`config.mk`:
```
export PLATFORM = sky130hd
export DESIGN_NAME = ws_pe_dbuf
export DESIGN_NICKNAME = d
export VERILOG_FILES = /design/src/rtl/ws_pe_dbuf.sv
export SDC_FILE = /design/constraint.sdc
export NUM_CORES = 1
export LEC_CHECK = 0
export ABC_AREA = 1
export BUFFER_PORTS_ARGS = -buffer_cell sky130_fd_sc_hd__buf_2
export CAP_MARGIN = 10
export CORE_MARGIN = 1.5
export CORE_UTILIZATION = 30
export DETAILED_ROUTE_END_ITERATION = 10
export GPL_TIMING_DRIVEN = 1
export PLACE_DENSITY = 0.46
export SLEW_MARGIN = 20
export SYNTH_ARGS = -nofsm -noshare
export SYNTH_HDL_FRONTEND = slang
export SYNTH_SLANG_ARGS = --single-unit
```
`constraint.sdc`:
```
create_clock -name clk -period 6 [get_ports clk]
set_input_delay 0.6 -clock clk [delete_from_list [all_inputs] [get_ports clk]]
set_output_delay 0.6 -clock clk [all_outputs]
set_load 0.005 [all_outputs]
```
`src/rtl/ws_pe_dbuf.sv`:
```
// ws_pe_dbuf: weight-stationary systolic processing element with a double-buffered weight.
//
// Each PE multiplies the activation arriving from the left by its active weight. It adds the
// product to the partial sum arriving from above. The activation goes on to the right and the
// new partial sum goes down, both registered with one cycle of latency. A valid bit travels
// with the data. On a bubble (act_valid_in low) the data registers hold their values and the
// valid bits drop.
//
// Weights are double-buffered:
//   - The shadow registers of a column form a shift chain (w_in -> shadow -> w_out). A column
//     of N PEs is loaded bottom-first by N shifts while the current tile is still computing.
//   - A commit wavefront (w_commit_in -> w_commit_out, one cycle per column) copies shadow into
//     active. This matches the activation skew, so each PE switches tiles exactly when the
//     first beat of the new tile reaches it.
//
// Ports:
//   clk, reset         clock; asynchronous active-high reset
//   act_in/act_out     activation from the left / registered to the right
//   act_valid_in/out   beat valid from the left / registered to the right
//   psum_in/psum_out   partial sum from above / registered result to below
//   psum_valid_out     psum_out holds a freshly computed value
//   w_in/w_out         shadow weight chain input / shadow register output
//   w_shift            column-wide shadow chain shift enable
//   w_commit_in/out    commit wavefront from the left / registered to the right
//   ovf                sticky overflow flag (result did not fit in ACC_WIDTH)
//   clear_ovf          synchronous clear of ovf; a same-cycle overflow takes priority

module ws_pe_dbuf #(
  parameter int unsigned DATA_WIDTH   = 8,
  parameter int unsigned WEIGHT_WIDTH = 8,
  parameter int unsigned ACC_WIDTH    = 32,
  parameter bit          SIGNED       = 1'b1,
  parameter bit          SATURATE     = 1'b0
) (
  input  logic                    clk,
  input  logic                    reset,
  input  logic [DATA_WIDTH-1:0]   act_in,
  input  logic                    act_valid_in,
  input  logic [ACC_WIDTH-1:0]    psum_in,
  output logic [DATA_WIDTH-1:0]   act_out,
  output logic                    act_valid_out,
  output logic [ACC_WIDTH-1:0]    psum_out,
  output logic                    psum_valid_out,
  input  logic [WEIGHT_WIDTH-1:0] w_in,
  input  logic                    w_shift,
  output logic [WEIGHT_WIDTH-1:0] w_out,
  input  logic                    w_commit_in,
  output logic                    w_commit_out,
  output logic                    ovf,
  input  logic                    clear_ovf
);

  // The true sum of an ACC_WIDTH partial sum and a product that fits in ACC_WIDTH always fits
  // in one extra bit. All arithmetic is therefore done at ACC_WIDTH+1 bits, and overflow is
  // read from the top two bits.
  localparam int unsigned SumWidth = ACC_WIDTH + 1;

  if (ACC_WIDTH < DATA_WIDTH + WEIGHT_WIDTH) begin : g_bad_acc_width
    $error("ws_pe_dbuf: ACC_WIDTH must be >= DATA_WIDTH + WEIGHT_WIDTH");
  end

  // ---------------------------------------------------------------------------------------------
  // State
  // ---------------------------------------------------------------------------------------------
  logic [DATA_WIDTH-1:0]   act_q, act_d;
  logic                    act_valid_q, act_valid_d;
  logic [ACC_WIDTH-1:0]    psum_q, psum_d;
  logic                    psum_valid_q, psum_valid_d;
  logic [WEIGHT_WIDTH-1:0] shadow_q, shadow_d;
  logic [WEIGHT_WIDTH-1:0] active_q, active_d;
  logic                    commit_q, commit_d;
  logic                    ovf_q, ovf_d;

  // ---------------------------------------------------------------------------------------------
  // Datapath: extend, multiply, accumulate
  // ---------------------------------------------------------------------------------------------
  logic                 act_sgn, w_sgn, psum_sgn;
  logic [SumWidth-1:0]  act_ext, w_ext, psum_ext;
  logic [SumWidth-1:0]  prod, sum;
  logic                 sum_ovf;
  logic [ACC_WIDTH-1:0] sat_val;
  logic [ACC_WIDTH-1:0] mac_result;

  // In unsigned mode the extension bits are zero, so one datapath serves both modes.
  assign act_sgn  = SIGNED & act_in[DATA_WIDTH-1];
  assign w_sgn    = SIGNED & active_q[WEIGHT_WIDTH-1];
  assign psum_sgn = SIGNED & psum_in[ACC_WIDTH-1];

  assign act_ext  = {{(SumWidth - DATA_WIDTH){act_sgn}}, act_in};
  assign w_ext    = {{(SumWidth - WEIGHT_WIDTH){w_sgn}}, active_q};
  assign psum_ext = {psum_sgn, psum_in};

  // The low SumWidth bits of the product are exact because the true product fits in that width.
  assign prod = act_ext * w_ext;
  assign sum  = psum_ext + prod;

  always_comb begin
    sum_ovf = 1'b0;
    sat_val = '1;
    if (SIGNED) begin
      // The sign of the ACC_WIDTH+1 result says which rail was crossed.
      sum_ovf = sum[ACC_WIDTH] ^ sum[ACC_WIDTH-1];
      sat_val = sum[ACC_WIDTH] ? {1'b1, {(ACC_WIDTH - 1){1'b0}}}
                               : {1'b0, {(ACC_WIDTH - 1){1'b1}}};
    end else begin
      // Unsigned operands cannot go below zero, so only the upper rail is reachable.
      sum_ovf = sum[ACC_WIDTH];
      sat_val = '1;
    end
  end

  assign mac_result = (SATURATE && sum_ovf) ? sat_val : sum[ACC_WIDTH-1:0];

  // ---------------------------------------------------------------------------------------------
  // Next-state logic
  // ---------------------------------------------------------------------------------------------
  always_comb begin
    act_d        = act_q;
    act_valid_d  = act_valid_in;
    psum_d       = psum_q;
    psum_valid_d = act_valid_in;
    shadow_d     = shadow_q;
    active_d     = active_q;
    commit_d     = w_commit_in;
    ovf_d        = clear_ovf ? 1'b0 : ovf_q;

    // A bubble keeps the data registers unchanged; only the valid bits drop.
    if (act_valid_in) begin
      act_d  = act_in;
      psum_d = mac_result;
      if (sum_ovf) begin
        ovf_d = 1'b1;
      end
    end

    // The commit copies the shadow as it was before this edge. A shift in the same cycle
    // therefore loads the next tile's weight without disturbing the one being committed.
    if (w_commit_in) begin
      active_d = shadow_q;
    end
    if (w_shift) begin
      shadow_d = w_in;
    end
  end

  always_ff @(posedge clk or posedge reset) begin
    if (reset) begin
      act_q        <= '0;
      act_valid_q  <= 1'b0;
      psum_q       <= '0;
      psum_valid_q <= 1'b0;
      shadow_q     <= '0;
      active_q     <= '0;
      commit_q     <= 1'b0;
      ovf_q        <= 1'b0;
    end else begin
      act_q        <= act_d;
      act_valid_q  <= act_valid_d;
      psum_q       <= psum_d;
      psum_valid_q <= psum_valid_d;
      shadow_q     <= shadow_d;
      active_q     <= active_d;
      commit_q     <= commit_d;
      ovf_q        <= ovf_d;
    end
  end

  // ---------------------------------------------------------------------------------------------
  // Outputs: all come straight from registers
  // ---------------------------------------------------------------------------------------------
  assign act_out        = act_q;
  assign act_valid_out  = act_valid_q;
  assign psum_out       = psum_q;
  assign psum_valid_out = psum_valid_q;
  assign w_out          = shadow_q;
  assign w_commit_out   = commit_q;
  assign ovf            = ovf_q;

endmodule

```
; After elaboration in Yosys (flattened, before gate mapping)
; Index checks and enable logic that the tools add are counted.
[word_totals]
input_bits = 54
register_bits = 59
word_cells = 13
[op_classes]
bitwise_logic = 1
add_sub_neg = 1
n_mux = 3
n_mul = 1
[op_table]
columns = operator, n
row1 = $add A32 B16 Y33, 1
row2 = $mul A8 B8 Y16, 1
row3 = $mux W1, 3
row4 = $xor A1 B1 Y1, 1

; Longest topological paths before layout
; Gate-level depths: netlist of the first run.
[logic_depth]
ltp_word = 5
depth_mapped = 27
ltp_nobuf = 26

; Worst setup path before layout of the first run
; OpenSTA, ideal clock, no wires.
[synth_path]
path_kind = in2reg
from = input port act_in[7]
to = register ovf_q, in the netlist ovf
slack_ps = 466
required_time_ps = 5883
cell_stages = 22
t_arrival_ps = 5416
cell_sequence = clkbuf_1 -> nand2_1 -> inv_1 -> fa_1 -> fa_1 -> inv_1 -> fa_1 -> inv_1 -> fa_1 -> ha_1 -> ha_1 -> nand2_1 -> nor2_2 -> nand2_1 -> nor3_4 -> nand2_2 -> nand2_2 -> nand2_1 -> nand2_1 -> nand2_1 -> nand3_1 -> nand2_1
[synth_via]
elab_chain_len = 5
[synth_rtl]
columns = item, line_no
row1 = "start, declared", 37  ; input logic [DATA_WIDTH-1:0] act_in,
row2 = $mul A8 B8 Y16, 94  ; assign prod = act_ext * w_ext;
row3 = $add A32 B16 Y33, 95  ; assign sum = psum_ext + prod;
row4 = $xor A1 B1 Y1, 102  ; sum_ovf = sum[ACC_WIDTH] ^ sum[ACC_WIDTH-1];
row5 = $mux W1, 131  ; if (sum_ovf) begin
row6 = $mux W1, 128  ; if (act_valid_in) begin
row7 = net ovf_d, 72  ; logic ovf_q, ovf_d;
row8 = "end signal, assigned", 164  ; ovf_q <= ovf_d;
row9 = "end, declared", 72
; The timed path passes the listed nets, and every way through them passes these cells.
; A chain may end at the register's enable or synchronous reset.

; Worst setup path after layout of the first run
[layout_path]
from = register active_q[2]
to = register ovf_q, in the netlist ovf
[layout_via]
elab_chain_len = 5
[layout_rtl]
columns = item, line_no
row1 = "start, declared", 70  ; logic [WEIGHT_WIDTH-1:0] active_q, active_d;
row2 = "start signal, assigned", 162  ; active_q <= active_d;
row3 = $mul A8 B8 Y16, 94
row4 = $add A32 B16 Y33, 95
row5 = $xor A1 B1 Y1, 102
row6 = $mux W1, 131
row7 = $mux W1, 128
row8 = net ovf_d, 72
; The timed path passes the listed nets, and every way through them passes these cells.

==> results.ini, run 1 <==
[clock_tree]
clk_latency_ns = 0.34
cts_tree = yes
cts_buffers = 9
cts.sinks = 59
cts_hold_buf = 0
cts_resized = 0
h-tree-depth = 3
cts_buffer_depth = 2
cts_setup_buffers = 0
path_clk_slew_ns = 0.06
cts_root_buffer = clkbuf_16

[run_status]
status = finished, final reports clean

[drt]
drt-total-wl_mm = 21.27
via_count = 6500
wl_met3_um = 754
top_layer = met4
drcViolationCount = 0
drt-pass1-iter-count = 4
wl_per_cell_um = 14.37
wl_met2_mm = 10.76
vias_per_cell = 4.392
dr.first_iter.drc_count = 279
ant_nets = 0
drt-met1-wl_mm = 9.357

[logic_synthesis]
synth_area_um2 = 8353
synth.largest_area_cell = fa_1
netlist_top_cells_count = nand2_1 (266), inv_1 (193), fa_1 (140)
avgSynthCellArea_um2 = 8.353
synthDistinctLibCells = 38
async_flop_share = 1.000
ys.warnings.count = 0
synth-edff-count = 0
synth_top_area_frac = 0.3355
synth-seq-area-share = 0.1768
ys_seq_elements = 59
synthCells = 1000
ys.flop_type = dfrtp_1
syn-num-nets = 1266
synth_area_leaders = fa_1 (34%), dfrtp_1 (18%), nand2_1 (12%)
yosysMostFrequentCell = nand2_1

[die]
num_rows = 60
initial_core_util = 0.3074
dieArea_um2 = 28850
ios = 106
die_y_um = 169.9
coreArea_um2 = 27180
die_w_um = 169.9

[placement]
io_buffers = 105
gp_congestion = 0.8335
dp_hpwl_mm = 17.96

[layout]
fin_nets = 1371
antenna_cells = 0
nFillCells = 2951
ff_latch_area_um2 = 1476
area_delta_synth_final_pct = 15.56
drive_gt1_frac = 0.1606
multi_input_area_um2 = 6005

[sta]
slew_headroom = 0.4637
final_max_slew_viol_count = 0
finalSetupViolations = 0
fin_crit_sh = 0.8953
rsz0062_at_grt = no
hold_violations = 0
whs_ns = 0.4635
finalCriticalPeriod_ns = 5.372
tns_ns = 0
worstMarginPinSlew_ns = 0.8044
clock_skew_ns = 0.009836
timing.fmax_ghz = 0.1862

[setup_path]
critPathLaunch = active_q[2]
r2r_cells = 18
cp-start-kind = flip-flop
cp.arrival_ns = 5.60
cp.required_ns = 6.23
reg2reg_from = active_q[2]
crit_fanout = 9
crit_path_end = ovf
r2r_setup_slack_ns = 0.63
reg2reg_to = ovf
worst-setup-path-type = reg -> reg
endpoint_kind = flip-flop

[grt]
grt_pass1_wl_mm = 35.00
grt_max_degree = 60
grt_pass1_vias = 6807
grt-ovfl-total = 0
antenna_found_initial = 0
groute.usage.overall = 0.1572

[hold_path]
holdCritPathClass = reg -> reg

[run]
cap_violations = 0

[worst min path at each step]
stage / start / end / slack, ns / cells after the start
floorplan: act_out[0] / act_out[0] / 0.47 / 2
global placement: act_out[4] / act_out[4] / 0.45 / 2
detailed placement: act_out[5] / act_out[5] / 0.45 / 2
CTS: w_in[1] / w_out[1] / 0.46 / 3
global route: w_in[2] / w_out[2] / 0.48 / 3
finish: act_out[6] / act_out[6] / 0.46 / 2
[stage by stage]
| stage | utilization | cell area [µm²] | setup slack [ns] | instances |
|---|---|---|---|---|
| 5_1_grt | 0.3552 | 9653 | 0.3288 | 1480 |
| 4_1_cts | 0.3552 | 9653 | 0.5517 | 1480 |
| 3_5_place_dp | 0.3448 | 9370 | 0.4189 | 1466 |
| 6_report | 0.3552 | 9653 | 0.6285 | 1480 |
| 3_3_place_gp | 0.3448 | 9370 | 0.4599 | 1466 |
| 2_1_floorplan | - | 8353 | 0.4662 | 1000 |
[layout by cell type (no fill, tap or decap), drive strengths merged, types with 28 or more instances in the layout]
cell	n
buf	121
dfrtp	59
ha	72
nand2	280
nor2	63
inv	201
o21ai	28
a21oi	31
fa	140
nand3	35
[metal layers]
metal  GRT usage  up-vias
li1            -     3234
met4     0.04463        0
met3     0.02023       28
met2      0.2799      126
met5           0        -
met1      0.1990     3112
[final cells by class]
type / instances / share of cell area
Clock buffer: 11 / 0.02515
Clock inverter: 3 / 0.004148
Inverter: 204 / 0.07933
Multi-Input combinational cell: 710 / 0.6220
Sequential cell: 59 / 0.1529
Tap cell: 372 / 0.04822
Timing Repair Buffer: 121 / 0.06818
[cell families (layout without fill, tap and decap cells)]
group,count (synthesis),after routing,share of synthesized area
AOI/OAI and AO/OA,78,78,0.05393
buffers and inverters,231,339,0.1044
and+or+nand+nor,405,405,0.2055
adders and majority gates,212,212,0.4434
xor gates and xnor gates,14,14,0.01468
muxes,1,1,0.001348
DFF,59,59,0.1768
[flip-flops by register name (all words and copies together) (netlist names)]
register,cells
psum_out,32
ovf,1
w_out,8
w_commit_out,1
active_q,8
psum_valid_out,1
act_out,8
[worst max-delay path, cell delays in order, from the launching register on]
cell and delay, ns:
dfrtp_1 0.58, nand2_1 0.24, fa_1 0.66, fa_1 0.64, inv_1 0.13, buf_4 0.20, fa_1 0.45, fa_1 0.46
ha_1 0.29, ha_1 0.39, a21oi_1 0.32, and2_1 0.24, nand2_2 0.09, a21oi_2 0.18, nand3_1 0.09, nand2_1 0.10
nand2_1 0.06, nand3_1 0.06, nand2_1 0.05
Power of run 1 is not shown: default switching activity piles up to over one toggle a cycle in this logic, so the estimate is an artifact.
==> run 2, diff against run 1 <==
CORE_UTILIZATION = 40   (was 30)
PLACE_DENSITY = 0.58   (was 0.46)
==> run 2 against run 1 <==
Against the previous run:
- sequential share of layout area grew 0.23 points
- global-route usage increased by 4.0 points
- routed wire length shrank 6.4%
- via count down 1.2%
- die area fell by 25%
- flip-flop and latch count stayed put
- clock skew fell by 0.0019 ns
- worst hold slack hardly changed
- critical path type unchanged
- largest cell class unchanged
==> results.ini, run 2 (same netlist as run 1, synthesis figures left out) <==
[grt]
met3_usage = 0.02654
groute.usage.overall = 0.1974
use_met1 = 0.2467
antenna_found_initial = 0
grt_busiest_layer = met2
grt_max_degree = 60
gr-usage-met2 = 0.3598
grt-ovfl-total = 0
grt_pass1_wl_mm = 33.57
grt_pass1_vias = 6917

[clock_tree]
clk_latency_ns = 0.34
cts.sinks = 59
cts_tree = yes
cts_resized = 0
path_clk_slew_ns = 0.06
cts_setup_buffers = 0
cts_root_buffer = clkbuf_16
h-tree-depth = 3
cts_buffers = 9
cts_hold_buf = 0
cts_buffer_depth = 2

[drt]
drt-pass1-iter-count = 5
wl_per_cell_um = 14.48
ant_nets = 0
drt-total-wl_mm = 19.92
dr.first_iter.drc_count = 193
drcViolationCount = 0
vias_per_cell = 4.670
via_count = 6421

[die]
num_rows = 52
ios = 106
die_y_um = 147.5
die_w_um = 147.5
dieArea_um2 = 21760
initial_core_util = 0.4102
coreArea_um2 = 20360

[layout]
ff_latch_area_um2 = 1476
utilization = 0.4671
area_delta_synth_final_pct = 13.89
nFillCells = 2052
multi_input_area_um2 = 6005
final_common_cell = nand2_1
antenna_cells = 0
final_cell_mix = nand2_1 (266), inv_1 (192), fa_1 (140), buf_2 (105), ha_1 (72)
drive_gt1_frac = 0.1584
largest_reg_flops = 32
fin_nets = 1366

[sta]
whs_ns = 0.4638
worstMarginPinSlew_ns = 0.8541
hold_violations = 0
slew_headroom = 0.4306
clock_skew_ns = 0.007984
tns_ns = 0
finalSetupViolations = 0
fin_crit_sh = 0.8878
finalCriticalPeriod_ns = 5.327
rsz0062_at_grt = no
final_max_slew_viol_count = 0
timing.fmax_ghz = 0.1877

[placement]
io_buffers = 105
gp_congestion = 0.9027
dp_hpwl_mm = 16.94

[run_status]
status = finished, final reports clean

[setup_path]
worst-setup-path-type = reg -> reg
cp-start-kind = flip-flop
endpoint_kind = flip-flop
crit_fanout = 14
cp.arrival_ns = 5.55
cp.required_ns = 6.23

[run]
cap_violations = 0

[hold_path]
holdCritPathClass = reg -> reg

==> run 2: critical path: stages, from the launching register on <==
cell and delay [ns]:
dfrtp_1 0.57, nand2_1 0.23, fa_1 0.68, fa_1 0.59
inv_1 0.09, buf_4 0.28, fa_1 0.49, fa_1 0.44
ha_1 0.30, ha_1 0.44, nand2_2 0.14, nor2_2 0.18
nand2_1 0.15, nor3_4 0.14, nand2_2 0.11, nand2_2 0.08
nand2_1 0.05, nand2_1 0.08, nand2_1 0.06, nand3_1 0.06
nand2_1 0.06
==> run 2: cell type report <==
class,instances,area share
Multi-Input combinational cell,710,0.6312
Sequential cell,59,0.1552
Inverter,204,0.08049
Timing Repair Buffer,116,0.06655
Tap cell,270,0.03551
Clock buffer,11,0.02552
Clock inverter,5,0.005524
==> run 2: metal layers <==
metal / part of all wire / wire (µm)
met5: 0 / 0
met4: 0.012 / 234
met3: 0.028 / 552
met2: 0.52 / 10440
met1: 0.44 / 8687
==> run 2: stage by stage <==
step                      instances  cell area (µm²)  worst slack [ns]
after floorplan                1000             8353            0.4662
after global placement         1359             9218            0.5144
after detailed placement       1359             9218            0.5090
after CTS                      1375             9513            0.6444
after global routing           1375             9513            0.2367
final                          1375             9513            0.6730
==> run 2: worst paths after layout <==
kind                              from      endpoint  slack [ns]  cells past startpoint
hold / removal             psum_out[4]   psum_out[4]        0.46                      2
setup reg to reg           active_q[2]           ovf        0.67                     20
hold reg to reg            psum_out[4]   psum_out[4]        0.46                      2
setup / recovery           active_q[2]           ovf        0.67                     20
min in group asynchronous        reset  psum_out[25]        0.51                      3
max in group asynchronous        reset      w_out[5]        4.97                      3
Power of run 2 is left out for the same reason.
==> run 3, diff against run 2 <==
CORE_ASPECT_RATIO = 0.9   (was unset)
CTS_CLUSTER_DIAMETER = 120   (was unset)
MAX_ROUTING_LAYER = met4   (was unset)
==> run 3 against run 2 <==
Against the previous run:
- routed wire length is 1.1% lower
- die area hardly changed
- cell count is 0.87% lower
- sequential share of layout area hardly changed
- flip-flop and latch count stayed put
- register-to-register slack better by 0.03 ns
- cell area is 0.26% higher
- clock-buffer cell count is 1 higher
- utilization is 0.43 points higher
- setup slack better by 0.033 ns
- clock skew is 0.0046 ns higher
- non-clock buffer count is 3 higher
- critical path type unchanged
- critical endpoint unchanged
==> results.ini, run 3 (same netlist as run 1, synthesis figures left out) <==
[clock_tree]
clk_latency_ns = 0.34
cts_buffer_depth = 2
cts_hold_buf = 0
cts_root_buffer = clkbuf_16
cts_buffers = 9
cts_setup_buffers = 0
path_clk_slew_ns = 0.06
h-tree-depth = 3
cts_tree = yes
cts_resized = 0
cts.sinks = 59

[grt]
grt-ovfl-total = 0
groute.usage.overall = 0.2025
grt_pass1_vias = 6683
grt_busiest_layer = met2
grt_max_degree = 60
antenna_found_initial = 0
gr-usage-met2 = 0.3372
use_met1 = 0.2674
met3_usage = 0.02290
grt_pass1_wl_mm = 33.54

[placement]
pre_cts_ws_ns = 0.4348
io_buffers = 105
place_inst = 1347
dp_hpwl_mm = 16.51
gp_congestion = 0.8818

[setup_path]
worst-setup-path-type = reg -> reg
cp.arrival_ns = 5.52
cp-start-kind = flip-flop
r2r_setup_slack_ns = 0.71
crit_fanout = 14
endpoint_kind = flip-flop
cp.required_ns = 6.23

[sta]
worstMarginPinSlew_ns = 0.8227
fin_ws_ns = 0.7060
fin_crit_sh = 0.8823
rsz0062_at_grt = no
whs_ns = 0.4613
finalCriticalPeriod_ns = 5.294
tns_ns = 0
timing.fmax_ghz = 0.1889
final_max_slew_viol_count = 0
finalSetupViolations = 0
hold_violations = 0
slew_headroom = 0.4515
clock_skew_ns = 0.01256

[drt]
vias_per_cell = 4.724
ant_nets = 0
drt-total-wl_mm = 19.69
drcViolationCount = 0
wl_per_cell_um = 14.45
via_count = 6439
dr.first_iter.drc_count = 259
drt-pass1-iter-count = 5

[die]
die_w_um = 155.3
initial_core_util = 0.4129
coreArea_um2 = 20230
die_y_um = 140.1
num_rows = 49
dieArea_um2 = 21760
ios = 106

[layout]
area_delta_synth_final_pct = 14.19
drive_gt1_frac = 0.1606
fin_nets = 1369
final_common_cell = nand2_1
antenna_cells = 0
final_cell_mix = nand2_1 (266), inv_1 (192), fa_1 (140), buf_2 (105), ha_1 (72)
nFillCells = 2077
fin_cells = 1363
largest_reg_flops = 32

[run_status]
status = finished, final reports clean

[run]
cap_violations = 0

[hold_path]
holdCritPathClass = reg -> reg

==> run 3: cell count changes in the layout (fill, tap and decap cells not counted) <==
cell       change
clkinv_2       -2
bufinv_16      +1
buf_12         -1
buf_4          +4
clkbuf_8       +1
==> run 3: critical path, stage by stage (launching register included) <==
cell     delay (ns)
dfrtp_1        0.54
nand2_1        0.22
fa_1           0.66
fa_1           0.62
inv_1          0.10
buf_4          0.29
fa_1           0.49
fa_1           0.48
ha_1           0.29
ha_1           0.45
nand2_2        0.13
nor2_2         0.12
nand2_1        0.13
nor3_4         0.14
nand2_2        0.10
nand2_2        0.08
nand2_1        0.05
nand2_1        0.11
nand2_1        0.06
nand3_1        0.06
nand2_1        0.06
==> run 3: final cells by class <==
class	instances	area (µm²)	area share
well taps	255	319.1	0.03345
inverters	204	765.7	0.08028
repair buffers	119	643.1	0.06743
multi-input cells	710	6005	0.6295
clock inverters	4	72.57	0.007609
flip-flops and latches	59	1476	0.1548
clock buffers	12	256.5	0.02689
==> run 3: layer usage <==
metal  share of wire  wire length [µm]
met1            0.47              9254
met4          0.0072               142
met5               0                 0
met2            0.50              9757
met3           0.027               534
==> run 3: per-stage QoR <==
stage | area [µm²] | utilization
final | 9538 | 0.4714
after floorplan | 8353 | -
after global placement | 9209 | 0.4552
after CTS | 9538 | 0.4714
after global routing | 9538 | 0.4714
after detailed placement | 9209 | 0.4552
==> run 3: path summary, 6_finish.rpt <==
check                                    to  cells past startpoint   startpoint
worst min-delay path             act_out[4]                      2   act_out[4]
worst max-delay path                    ovf                     20  active_q[2]
worst min register to register   act_out[4]                      2   act_out[4]
worst max register to register          ovf                     20  active_q[2]
min in group asynchronous        act_out[1]                      3        reset
max in group asynchronous       active_q[4]                      3        reset
Power of run 3 is left out for the same reason.
